===== config.mk =====
export PLATFORM = sky130hd
export DESIGN_NAME = wb_stage_ext
export DESIGN_NICKNAME = d
export VERILOG_FILES = /design/src/rtl/wb_pkg.sv /design/src/rtl/wb_stage_ext_load_extract.sv /design/src/rtl/wb_stage_ext.sv
export SDC_FILE = /design/constraint.sdc
export NUM_CORES = 1
export LEC_CHECK = 0
export BUFFER_PORTS_ARGS = -buffer_cell sky130_fd_sc_hd__buf_4
export CORE_MARGIN = 2
export CORE_UTILIZATION = 35
export CTS_CLUSTER_DIAMETER = 100
export DETAILED_ROUTE_END_ITERATION = 16
export SYNTH_ARGS = -nofsm -noshare
export SYNTH_HDL_FRONTEND = slang
export SYNTH_SLANG_ARGS = --single-unit
export TNS_END_PERCENT = 5

===== constraint.sdc =====
create_clock -name clk -period 2.8 [get_ports clk]
set_input_delay 0.42 -clock clk [delete_from_list [all_inputs] [get_ports clk]]
set_output_delay 0.42 -clock clk [all_outputs]
set_load 0.1 [all_outputs]

===== src/rtl/wb_pkg.sv =====
// Shared definitions for the writeback stage.
//   - result-source select codes (wb_sel)
//   - load-size codes (ld_size)
//   - writeback FSM state encoding
package wb_pkg;

    localparam logic [1:0] WB_SEL_ALU  = 2'd0;
    localparam logic [1:0] WB_SEL_MEM  = 2'd1;
    localparam logic [1:0] WB_SEL_LINK = 2'd2;

    localparam logic [1:0] LD_WORD = 2'd0;
    localparam logic [1:0] LD_HALF = 2'd1;
    localparam logic [1:0] LD_BYTE = 2'd2;

    typedef enum logic {
        ST_EMPTY    = 1'b0,
        ST_WAIT_MEM = 1'b1
    } wb_state_t;

endpackage


===== src/rtl/wb_stage_ext_load_extract.sv =====
// load_extract: combinational sub-word lane select and sign/zero extension.
// Ports:
//   data      in   DATA_W     raw memory read data
//   addr_lo   in   ADDR_LO_W  low address bits selecting the lane
//   size      in   2          LD_WORD / LD_HALF / LD_BYTE (3 treated as word)
//   signed_ld in   1          1 = sign-extend, 0 = zero-extend
//   out       out  DATA_W     extracted, extended value
module load_extract
    import wb_pkg::*;
#(
    parameter int DATA_W    = 32,
    parameter int ADDR_LO_W = $clog2(DATA_W / 8)
) (
    input  logic [DATA_W-1:0]    data,
    input  logic [ADDR_LO_W-1:0] addr_lo,
    input  logic [1:0]           size,
    input  logic                 signed_ld,
    output logic [DATA_W-1:0]    out
);

    localparam int NUM_BYTES = DATA_W / 8;
    localparam int NUM_HALVES = DATA_W / 16;

    logic [7:0]  byte_lane [NUM_BYTES];
    logic [15:0] half_lane [NUM_HALVES];
    logic [7:0]  byte_sel;
    logic [15:0] half_sel;

    genvar gi;
    generate
        for (gi = 0; gi < NUM_BYTES; gi++) begin : g_byte_lane
            assign byte_lane[gi] = data[gi*8 +: 8];
        end
        for (gi = 0; gi < NUM_HALVES; gi++) begin : g_half_lane
            assign half_lane[gi] = data[gi*16 +: 16];
        end
    endgenerate

    // Half-word lane ignores addr_lo[0]: misaligned halves are silently aligned down.
    assign byte_sel = byte_lane[addr_lo];
    assign half_sel = half_lane[addr_lo[ADDR_LO_W-1:1]];

    always_comb begin
        out = data;
        case (size)
            LD_HALF: out = {{(DATA_W-16){signed_ld & half_sel[15]}}, half_sel};
            LD_BYTE: out = {{(DATA_W-8){signed_ld & byte_sel[7]}}, byte_sel};
            default: out = data;
        endcase
    end

endmodule


===== src/rtl/wb_stage_ext.sv =====
// wb_stage_ext: writeback stage between MEM and the register file.
// Selects the result source (ALU / MEM / LINK), extracts sub-word loads, and
// waits for late memory responses with a timeout. Produces one registered
// register-file write per instruction plus hazard info about a waiting load.
// Ports:
//   clk, rst (async, active low)
//   flush                          discard held and incoming instruction
//   in_valid / in_ready            handshake with the MEM stage
//   WB_EN_In, Dest_In, wb_sel,
//   ld_size, ld_signed, ALU_Res,
//   Link_Val                       instruction control and operands
//   mem_rsp_valid, Mem_Data        memory response
//   WB_EN_Out, Dest_Out, WB_Value  registered register-file write
//   pend_valid, pend_dest          load waiting in WAIT_MEM
//   mem_timeout                    sticky flag: a load was squashed on timeout
module wb_stage_ext
    import wb_pkg::*;
#(
    parameter int DATA_W      = 32,
    parameter int REG_W       = 4,
    parameter int MEM_TIMEOUT = 15
) (
    input  logic              clk,
    input  logic              rst,
    input  logic              flush,
    input  logic              in_valid,
    output logic              in_ready,
    input  logic              WB_EN_In,
    input  logic [REG_W-1:0]  Dest_In,
    input  logic [1:0]        wb_sel,
    input  logic [1:0]        ld_size,
    input  logic              ld_signed,
    input  logic [DATA_W-1:0] ALU_Res,
    input  logic [DATA_W-1:0] Link_Val,
    input  logic              mem_rsp_valid,
    input  logic [DATA_W-1:0] Mem_Data,
    output logic              WB_EN_Out,
    output logic [REG_W-1:0]  Dest_Out,
    output logic [DATA_W-1:0] WB_Value,
    output logic              pend_valid,
    output logic [REG_W-1:0]  pend_dest,
    output logic              mem_timeout
);

    localparam int ADDR_LO_W = $clog2(DATA_W / 8);
    localparam logic [7:0] TIMEOUT_CNT = 8'(MEM_TIMEOUT);

    wb_state_t state_reg, state_next;
    logic [7:0] wait_cnt_reg, wait_cnt_next, wait_cnt_inc;

    // Control of the load parked in WAIT_MEM.
    logic                 lat_wb_en_reg, lat_wb_en_next;
    logic [REG_W-1:0]     lat_dest_reg, lat_dest_next;
    logic [1:0]           lat_size_reg, lat_size_next;
    logic                 lat_signed_reg, lat_signed_next;
    logic [ADDR_LO_W-1:0] lat_addr_reg, lat_addr_next;

    logic                 mem_timeout_reg, mem_timeout_next;
    logic                 wb_en_out_reg, wb_en_out_next;
    logic [REG_W-1:0]     dest_out_reg, dest_out_next;
    logic [DATA_W-1:0]    wb_value_reg, wb_value_next;

    logic                 accept;
    logic                 waiting;
    logic [1:0]           ext_size;
    logic                 ext_signed;
    logic [ADDR_LO_W-1:0] ext_addr;
    logic [DATA_W-1:0]    ext_data;
    logic [DATA_W-1:0]    pass_value;

    assign waiting  = (state_reg == ST_WAIT_MEM);
    assign in_ready = !waiting;
    assign accept   = in_valid && in_ready;

    assign wait_cnt_inc = (wait_cnt_reg == 8'hFF) ? 8'hFF : wait_cnt_reg + 8'd1;

    // A single extractor serves both the same-cycle load and the late response:
    // while waiting, lane/size come from the parked control, data is always live.
    assign ext_size   = waiting ? lat_size_reg   : ld_size;
    assign ext_signed = waiting ? lat_signed_reg : ld_signed;
    assign ext_addr   = waiting ? lat_addr_reg   : ALU_Res[ADDR_LO_W-1:0];

    load_extract #(
        .DATA_W    (DATA_W),
        .ADDR_LO_W (ADDR_LO_W)
    ) u_load_extract (
        .data      (Mem_Data),
        .addr_lo   (ext_addr),
        .size      (ext_size),
        .signed_ld (ext_signed),
        .out       (ext_data)
    );

    // Reserved wb_sel = 3 falls through to ALU.
    assign pass_value = (wb_sel == WB_SEL_LINK) ? Link_Val : ALU_Res;

    always_comb begin
        state_next       = state_reg;
        wait_cnt_next    = wait_cnt_reg;
        lat_wb_en_next   = lat_wb_en_reg;
        lat_dest_next    = lat_dest_reg;
        lat_size_next    = lat_size_reg;
        lat_signed_next  = lat_signed_reg;
        lat_addr_next    = lat_addr_reg;
        mem_timeout_next = mem_timeout_reg;
        wb_en_out_next   = 1'b0;
        dest_out_next    = dest_out_reg;
        wb_value_next    = wb_value_reg;

        if (flush) begin
            state_next = ST_EMPTY;
        end else begin
            case (state_reg)
                ST_EMPTY: begin
                    if (accept) begin
                        if (wb_sel == WB_SEL_MEM && !mem_rsp_valid) begin
                            state_next      = ST_WAIT_MEM;
                            wait_cnt_next   = 8'd0;
                            lat_wb_en_next  = WB_EN_In;
                            lat_dest_next   = Dest_In;
                            lat_size_next   = ld_size;
                            lat_signed_next = ld_signed;
                            lat_addr_next   = ALU_Res[ADDR_LO_W-1:0];
                        end else begin
                            wb_en_out_next = WB_EN_In;
                            dest_out_next  = Dest_In;
                            wb_value_next  = (wb_sel == WB_SEL_MEM) ? ext_data : pass_value;
                        end
                    end
                end
                ST_WAIT_MEM: begin
                    if (mem_rsp_valid) begin
                        state_next     = ST_EMPTY;
                        wb_en_out_next = lat_wb_en_reg;
                        dest_out_next  = lat_dest_reg;
                        wb_value_next  = ext_data;
                    end else begin
                        wait_cnt_next = wait_cnt_inc;
                        // Squash: strobe stays low, write data/address hold.
                        if (wait_cnt_inc == TIMEOUT_CNT) begin
                            state_next       = ST_EMPTY;
                            mem_timeout_next = 1'b1;
                        end
                    end
                end
                default: state_next = ST_EMPTY;
            endcase
        end
    end

    always_ff @(posedge clk or negedge rst) begin
        if (!rst) begin
            state_reg       <= ST_EMPTY;
            wait_cnt_reg    <= 8'd0;
            lat_wb_en_reg   <= 1'b0;
            lat_dest_reg    <= '0;
            lat_size_reg    <= LD_WORD;
            lat_signed_reg  <= 1'b0;
            lat_addr_reg    <= '0;
            mem_timeout_reg <= 1'b0;
            wb_en_out_reg   <= 1'b0;
            dest_out_reg    <= '0;
            wb_value_reg    <= '0;
        end else begin
            state_reg       <= state_next;
            wait_cnt_reg    <= wait_cnt_next;
            lat_wb_en_reg   <= lat_wb_en_next;
            lat_dest_reg    <= lat_dest_next;
            lat_size_reg    <= lat_size_next;
            lat_signed_reg  <= lat_signed_next;
            lat_addr_reg    <= lat_addr_next;
            mem_timeout_reg <= mem_timeout_next;
            wb_en_out_reg   <= wb_en_out_next;
            dest_out_reg    <= dest_out_next;
            wb_value_reg    <= wb_value_next;
        end
    end

    assign WB_EN_Out   = wb_en_out_reg;
    assign Dest_Out    = dest_out_reg;
    assign WB_Value    = wb_value_reg;
    assign pend_valid  = waiting;
    assign pend_dest   = lat_dest_reg;
    assign mem_timeout = mem_timeout_reg;

endmodule


; ---- Yosys cells after proc, flatten, opt, wreduce, memory -nomap -nowiden
; Cells that the tools add are included.
[word_totals]
mem_bits_rw = 0
regBits = 57
latchBits = 0
elab_cells = 76
rom_bits = 0
in_bits = 111
n_memories = 0
out_inout_bits = 44
[op_classes]
n_mux = 36
add_sub_neg = 1
magnitude_cmp = 2
div_mod_pow = 0
bitwise_logic = 7
n_reduce_logical = 8
n_eq_ne = 11
shift = 0
mul = 0
[ops]
columns = op, n
row1 = 32-bit two-way mux, 5
row2 = 32-bit one-hot mux with 2 select lines, 2
row3 = 16-bit two-way mux, 3
row4 = 8-bit two-way mux, 6
row5 = 8-bit binary-select mux with 2-bit select, 1
row6 = 8-bit one-hot mux with 2 select lines, 1
row7 = 4-bit AND reduction, 4
row8 = 4-bit two-way mux, 3
row9 = 1-bit two-way mux, 10
row10 = "2-bit inequality test, second input constant", 5
row11 = "8-bit by 1-bit adder with 8-bit output, second input constant", 1
row12 = "8-bit by 4-bit equality test with 1-bit output, second input constant", 1
row13 = "8-bit equality test, second input constant", 1
row14 = 4-bit one-hot mux with 2 select lines, 1
row15 = "2-bit by 1-bit equality test with 1-bit output, second input constant", 2
row16 = "2-bit equality test, second input constant", 2
row17 = 2-bit two-way mux, 2
row18 = 1-bit one-hot mux with 2 select lines, 2
row19 = "3-bit greater-or-equal comparator, second input constant", 1
row20 = 1-bit NOT, 3
row21 = 2-bit NOT with 3-bit output, 1
row22 = 1-bit AND, 2
row23 = "2-bit greater-or-equal comparator, second input constant", 1
row24 = 1-bit logical AND, 2
row25 = 2 further kinds, 3

; ---- Depth between registers and ports, before layout
[logic_depth]
ltp_word = 11
depth_mapped = 13
depth_no_buf = 8

; ---- Modules after synthesis
; A second synthesis with hierarchy kept.
[unflattened]
hier_cells = 367
area_unflattened_um2 = 4098.9
[by_module_without_submodules]
columns = mod, cells_per_inst, seq_area_each_um2, instances, area_per_inst_um2
row1 = wb_stage_ext, 259, 1426.4, 1, 3432.0
row2 = load_extract, 108, 0.0, 1, 666.9

; ---- Worst setup path after synthesis
; OpenSTA, ideal clock, no wires.
[synth_timing]
kind = reg-to-reg
start = reg state_reg (netlist: pend_valid)
end = reg wb_value_reg[11] (netlist: WB_Value[11])
n_path_buf = 6
setup_ns = 0.083
arrival_time_ns = 3.330
slack_ns = -0.612
stages_incl_launch_ff = 12
required_time_ns = 2.717
synth_period_minus_slack_ns = 3.412
cell_sequence = dfrtp_1 -> buf_6 -> buf_2 -> buf_2 -> buf_2 -> mux2i_1 -> inv_1 -> ha_1 -> clkbuf_1 -> clkbuf_1 -> a22oi_1 -> a31oi_1
[synth_between]
elab_chain_len = 11
elab_cells_between_ends = 27
classes_between = 5 x eq/ne / 15 x mux / 4 x bitwise / 3 x reduce/logical
[synth_rtl]
columns = item, line
row1 = start: declaration, wb_stage_ext.sv:48  ; wb_state_t state_reg, state_next;
row2 = start signal: assignment, wb_stage_ext.sv:165  ; state_reg <= state_next;
row3 = 2-bit two-way mux, wb_stage_ext.sv:81  ; assign ext_addr = waiting ? lat_addr_reg : ALU_Res[ADDR_LO_W-1:0];
row4 = 2-bit NOT with 3-bit output (not written as such), wb_stage_ext_load_extract.sv:40  ; assign byte_sel = byte_lane[addr_lo];
row5 = 8-bit binary-select mux with 2-bit select, wb_stage_ext_load_extract.sv:40
row6 = 8-bit two-way mux (not written as such) (2 in a row), wb_stage_ext_load_extract.sv:40
row7 = 1-bit AND, wb_stage_ext_load_extract.sv:47  ; LD_BYTE: out = {{(DATA_W-8){signed_ld & byte_sel[7]}}, byte_sel};
row8 = 32-bit one-hot mux with 2 select lines, wb_stage_ext_load_extract.sv:45  ; case (size)
row9 = 32-bit two-way mux, wb_stage_ext.sv:127  ; wb_value_next = (wb_sel == WB_SEL_MEM) ? ext_data : pass_value;
row10 = 32-bit two-way mux, wb_stage_ext.sv:116  ; if (wb_sel == WB_SEL_MEM && !mem_rsp_valid) begin
row11 = 32-bit two-way mux, wb_stage_ext.sv:115  ; if (accept) begin
row12 = 32-bit one-hot mux with 2 select lines, wb_stage_ext.sv:113  ; case (state_reg)
row13 = end signal: assignment, wb_stage_ext.sv:175  ; wb_value_reg <= wb_value_next;
row14 = end: declaration, wb_stage_ext.sv:61  ; logic [DATA_W-1:0] wb_value_reg, wb_value_next;
; Parallel ways exist; a longest one is shown, timed or not. The select of a mux whose other input is x is not followed.
; A chain may end at the register's enable or synchronous reset.

; ---- Final worst setup path
[layout_timing]
start = reg state_reg (netlist: pend_valid)
end = reg wb_value_reg[6] (netlist: WB_Value[6])
[layout_between]
elab_chain_len = 10
elab_cells_between_ends = 25
classes_between = 5 x eq/ne / 14 x mux / 3 x bitwise / 3 x reduce/logical
[layout_rtl]
columns = item, line
row1 = 2-bit two-way mux, wb_stage_ext.sv:81
row2 = 2-bit NOT with 3-bit output (not written as such) or 1-bit NOT with 2-bit output (tied branches), "wb_stage_ext_load_extract.sv:40, wb_stage_ext_load_extract.sv:41"
row3 = 8-bit binary-select mux with 2-bit select or 16-bit two-way mux (tied branches), "wb_stage_ext_load_extract.sv:40, wb_stage_ext_load_extract.sv:41"
row4 = 8-bit two-way mux (not written as such) or 16-bit two-way mux (tied branches) (2 in a row), "wb_stage_ext_load_extract.sv:40, wb_stage_ext_load_extract.sv:41"
row5 = 32-bit one-hot mux with 2 select lines, wb_stage_ext_load_extract.sv:45
row6 = 32-bit two-way mux, wb_stage_ext.sv:127
row7 = 32-bit two-way mux, wb_stage_ext.sv:116
row8 = 32-bit two-way mux, wb_stage_ext.sv:115
row9 = 32-bit one-hot mux with 2 select lines, wb_stage_ext.sv:113
; Parallel ways exist; a longest one is shown, timed or not. The select of a mux whose other input is x is not followed.

==> results.json <==
{
  "period_minus_slack_ps": 2500,
  "min_period_over_period_pct": 89.2,
  "cts_root_buffer": "clkbuf_8",
  "cp_cell_sequence": "buf_4 -> mux2i_1 -> mux2_2 -> a31oi_1 -> a2111oi_0 -> a2111oi_1",
  "final_layout_size_suffix_gt1_share_pct": 34.9,
  "drc": 0,
  "hold_ws_ps": 152,
  "synth_area_leaders": "dfrtp_1 (37%), nand2_1 (10%), mux2i_1 (9.7%)",
  "worstPathRequired_ps": 3020,
  "grt_pass1_vias": 3796,
  "syn_area_per_cell_um2": 8.48,
  "vias": 3961,
  "synth_top_area_cell": "dfrtp_1",
  "hold_violations": 0,
  "n_fill_cell": 1083,
  "ioPinCount": 155,
  "drt-pass1-iter-count": 4,
  "power_density_mw_per_mm2": 679,
  "ys_seq_area_share_pct": 37.2,
  "grt_antenna_before_repair": 0,
  "status": "completed",
  "synth_most_common_cell": "nand2_1",
  "grt_pass1_wl_um": 19900,
  "place_ws_ps": 292,
  "gp_congestion": 0.893,
  "overflow": 0,
  "grt_max_degree": 58,
  "cp-end-kind": "flip-flop",
  "place_hpwl_um": 9890,
  "ctsResizeCount": 0,
  "skew_ps": 6.21,
  "core_area_mm2": 0.0107,
  "relSlewSlack_pct": 50.3,
  "syn_inst": 452,
  "area_delta_synth_final_pct": 38.0,
  "totalPowerFinal_mw": 3.59,
  "dieHeight_um": 109,
  "die_width_um": 109,
  "worstPathMaxFanout": 22,
  "crit_arrival_ps": 2710,
  "rsz0062_at_grt": "no",
  "drt_iter0_drc": 370,
  "io_buffers": 154,
  "ys_ff_latch": 57,
  "wirelength_um": 12900,
  "setup_slack_ps": 303,
  "post_drt_wl_per_cell_um": 17.4,
  "crit_path_start_kind": "flip-flop",
  "largest_register_ff_count": 32,
  "syn_area_mm2": 0.00383,
  "criticalPathCategory": "reg2reg",
  "postCtsSetupBuffers": 0,
  "htree_levels": 3,
  "viasPerCell": 5.34,
  "dieArea_mm2": 0.0118,
  "diodes": 0,
  "worst_pin_slew_ps": 745,
  "p_leak_nw": 2.58,
  "ys_async_sr_fraction_pct": 100,
  "syn-num-nets": 566,
  "hold_buffers": 0,
  "cts_tree": "yes",
  "ys_warn_count": 0,
  "insertion_delay_ps": 340,
  "nets": 711,
  "setup_viol": 0,
  "fin_tns_setup_ps": 0,
  "rows": 38,
  "numCtsBuffers": 9,
  "clkTransAtPathRegs_ps": 70,
  "start_util_pct": 35.7,
  "hold_class": "in2async",
  "yosys.area.top_type_share_pct": 37.2,
  "drv_slew": 0,
  "ant_nets": 0,
  "utilization_pct": 49.2,
  "critical_path.max_stage_delay_ps": 490,
  "max-cap-violations": 0,
  "synthTopCellsByCount": "nand2_1 (107), dfrtp_1 (57), a21oi_1 (39)",
  "ys.flop_type": "dfrtp_1",
  "grt_usage_pct": 21.9,
  "worst_ir_drop_vdd_mv": 0.487,
  "synth-edff-count": 0,
  "max_clock_freq_mhz": 401,
  "cpMaxStageDelayCell": "dfrtp_4",
  "yosysUniqueCellTypes": 52,
  "clk_path_buf_depth": 2,
  "clock_sinks": 57
}
## path summary, 6_finish.rpt
path	startpoint	endpoint	slack, ps	cells after the start
max in group asynchronous	rst	pend_valid$_DFF_PN0_	2100	1
worst min register to register	mem_timeout$_DFFE_PN0P_	mem_timeout$_DFFE_PN0P_	490	2
min in group clk	flush	WB_EN_Out$_DFF_PN0_	290	2
worst max register to register	pend_valid$_DFF_PN0_	WB_Value[6]$_DFFE_PN0P_	300	6
worst max-delay path	pend_valid$_DFF_PN0_	WB_Value[6]$_DFFE_PN0P_	300	6
worst min-delay path	rst	wait_cnt_reg[5]$_DFFE_PN0P_	150	1
## power breakdown
group	switching (mW)	internal (mW)
Combinational	1.34	0.465
Sequential	0.113	0.982
Clock	0.327	0.365
Total	1.78	1.81
## metal layers
metal  up-vias  global-route usage [%]  part of all wire, %
met3        18                    4.00                  6.8
met5         -                       0                    0
met1      1872                    30.2                   45
met4         0                    8.06                  2.3
li1       1923                       -                    -
met2       148                    34.2                   46
## cells by family (layout without fill, tap and decap cells)
family | count (synthesis) | after routing | share of synthesized area [%]
compound gates | 121 | 121 | 21.5
mux | 53 | 53 | 14.6
xor+xnor | 2 | 2 | 0.457
flops | 57 | 57 | 37.2
buf+inv | 45 | 195 | 5.52
simple gates | 171 | 171 | 19.8
fa+ha+maj | 3 | 3 | 0.980
## layout make-up
type,instances,area (µm²),area share (%)
clock buffers,13,159,3.01
clock inverters,3,15.0,0.284
inverters,14,52.6,0.994
multi-input cells,350,2200,41.7
flip-flops and latches,57,1430,27.0
well taps,140,175,3.31
repair buffers,165,1250,23.7
## cell usage in the layout (no fill, tap or decap), types with 3 or more instances in the layout
master / count
a211oi_1: 5
a21o_1: 5
a21oi_1: 39
a22o_1: 7
a22oi_1: 6
a31o_2: 6
a31oi_1: 15
buf_4: 164
clkbuf_8: 11
clkinv_2: 3
dfrtp_1: 56
ha_1: 3
inv_1: 14
mux2_2: 14
mux2i_1: 37
nand2_1: 107
nand3_1: 32
nand3b_1: 4
nand4_1: 3
nor2_1: 6
nor3_1: 6
o211ai_1: 4
o21ai_0: 11
o21ai_1: 4
## stage by stage
| stage | std cells | area (µm²) |
|---|---|---|
| 2_1_floorplan | 452 | 3850 |
| 3_3_place_gp | 726 | 5110 |
| 3_5_place_dp | 726 | 5110 |
| 4_1_cts | 742 | 5290 |
| 5_1_grt | 742 | 5290 |
| 6_report | 742 | 5290 |
## worst max-delay path, delay by kind of cell (launching register included)
family	cells	cell delay [ps]
DFF	1	490
AOI/OAI and AO/OA	3	740
muxes	2	820
buffers and inverters	1	310
(Power assumes the default switching activity.)
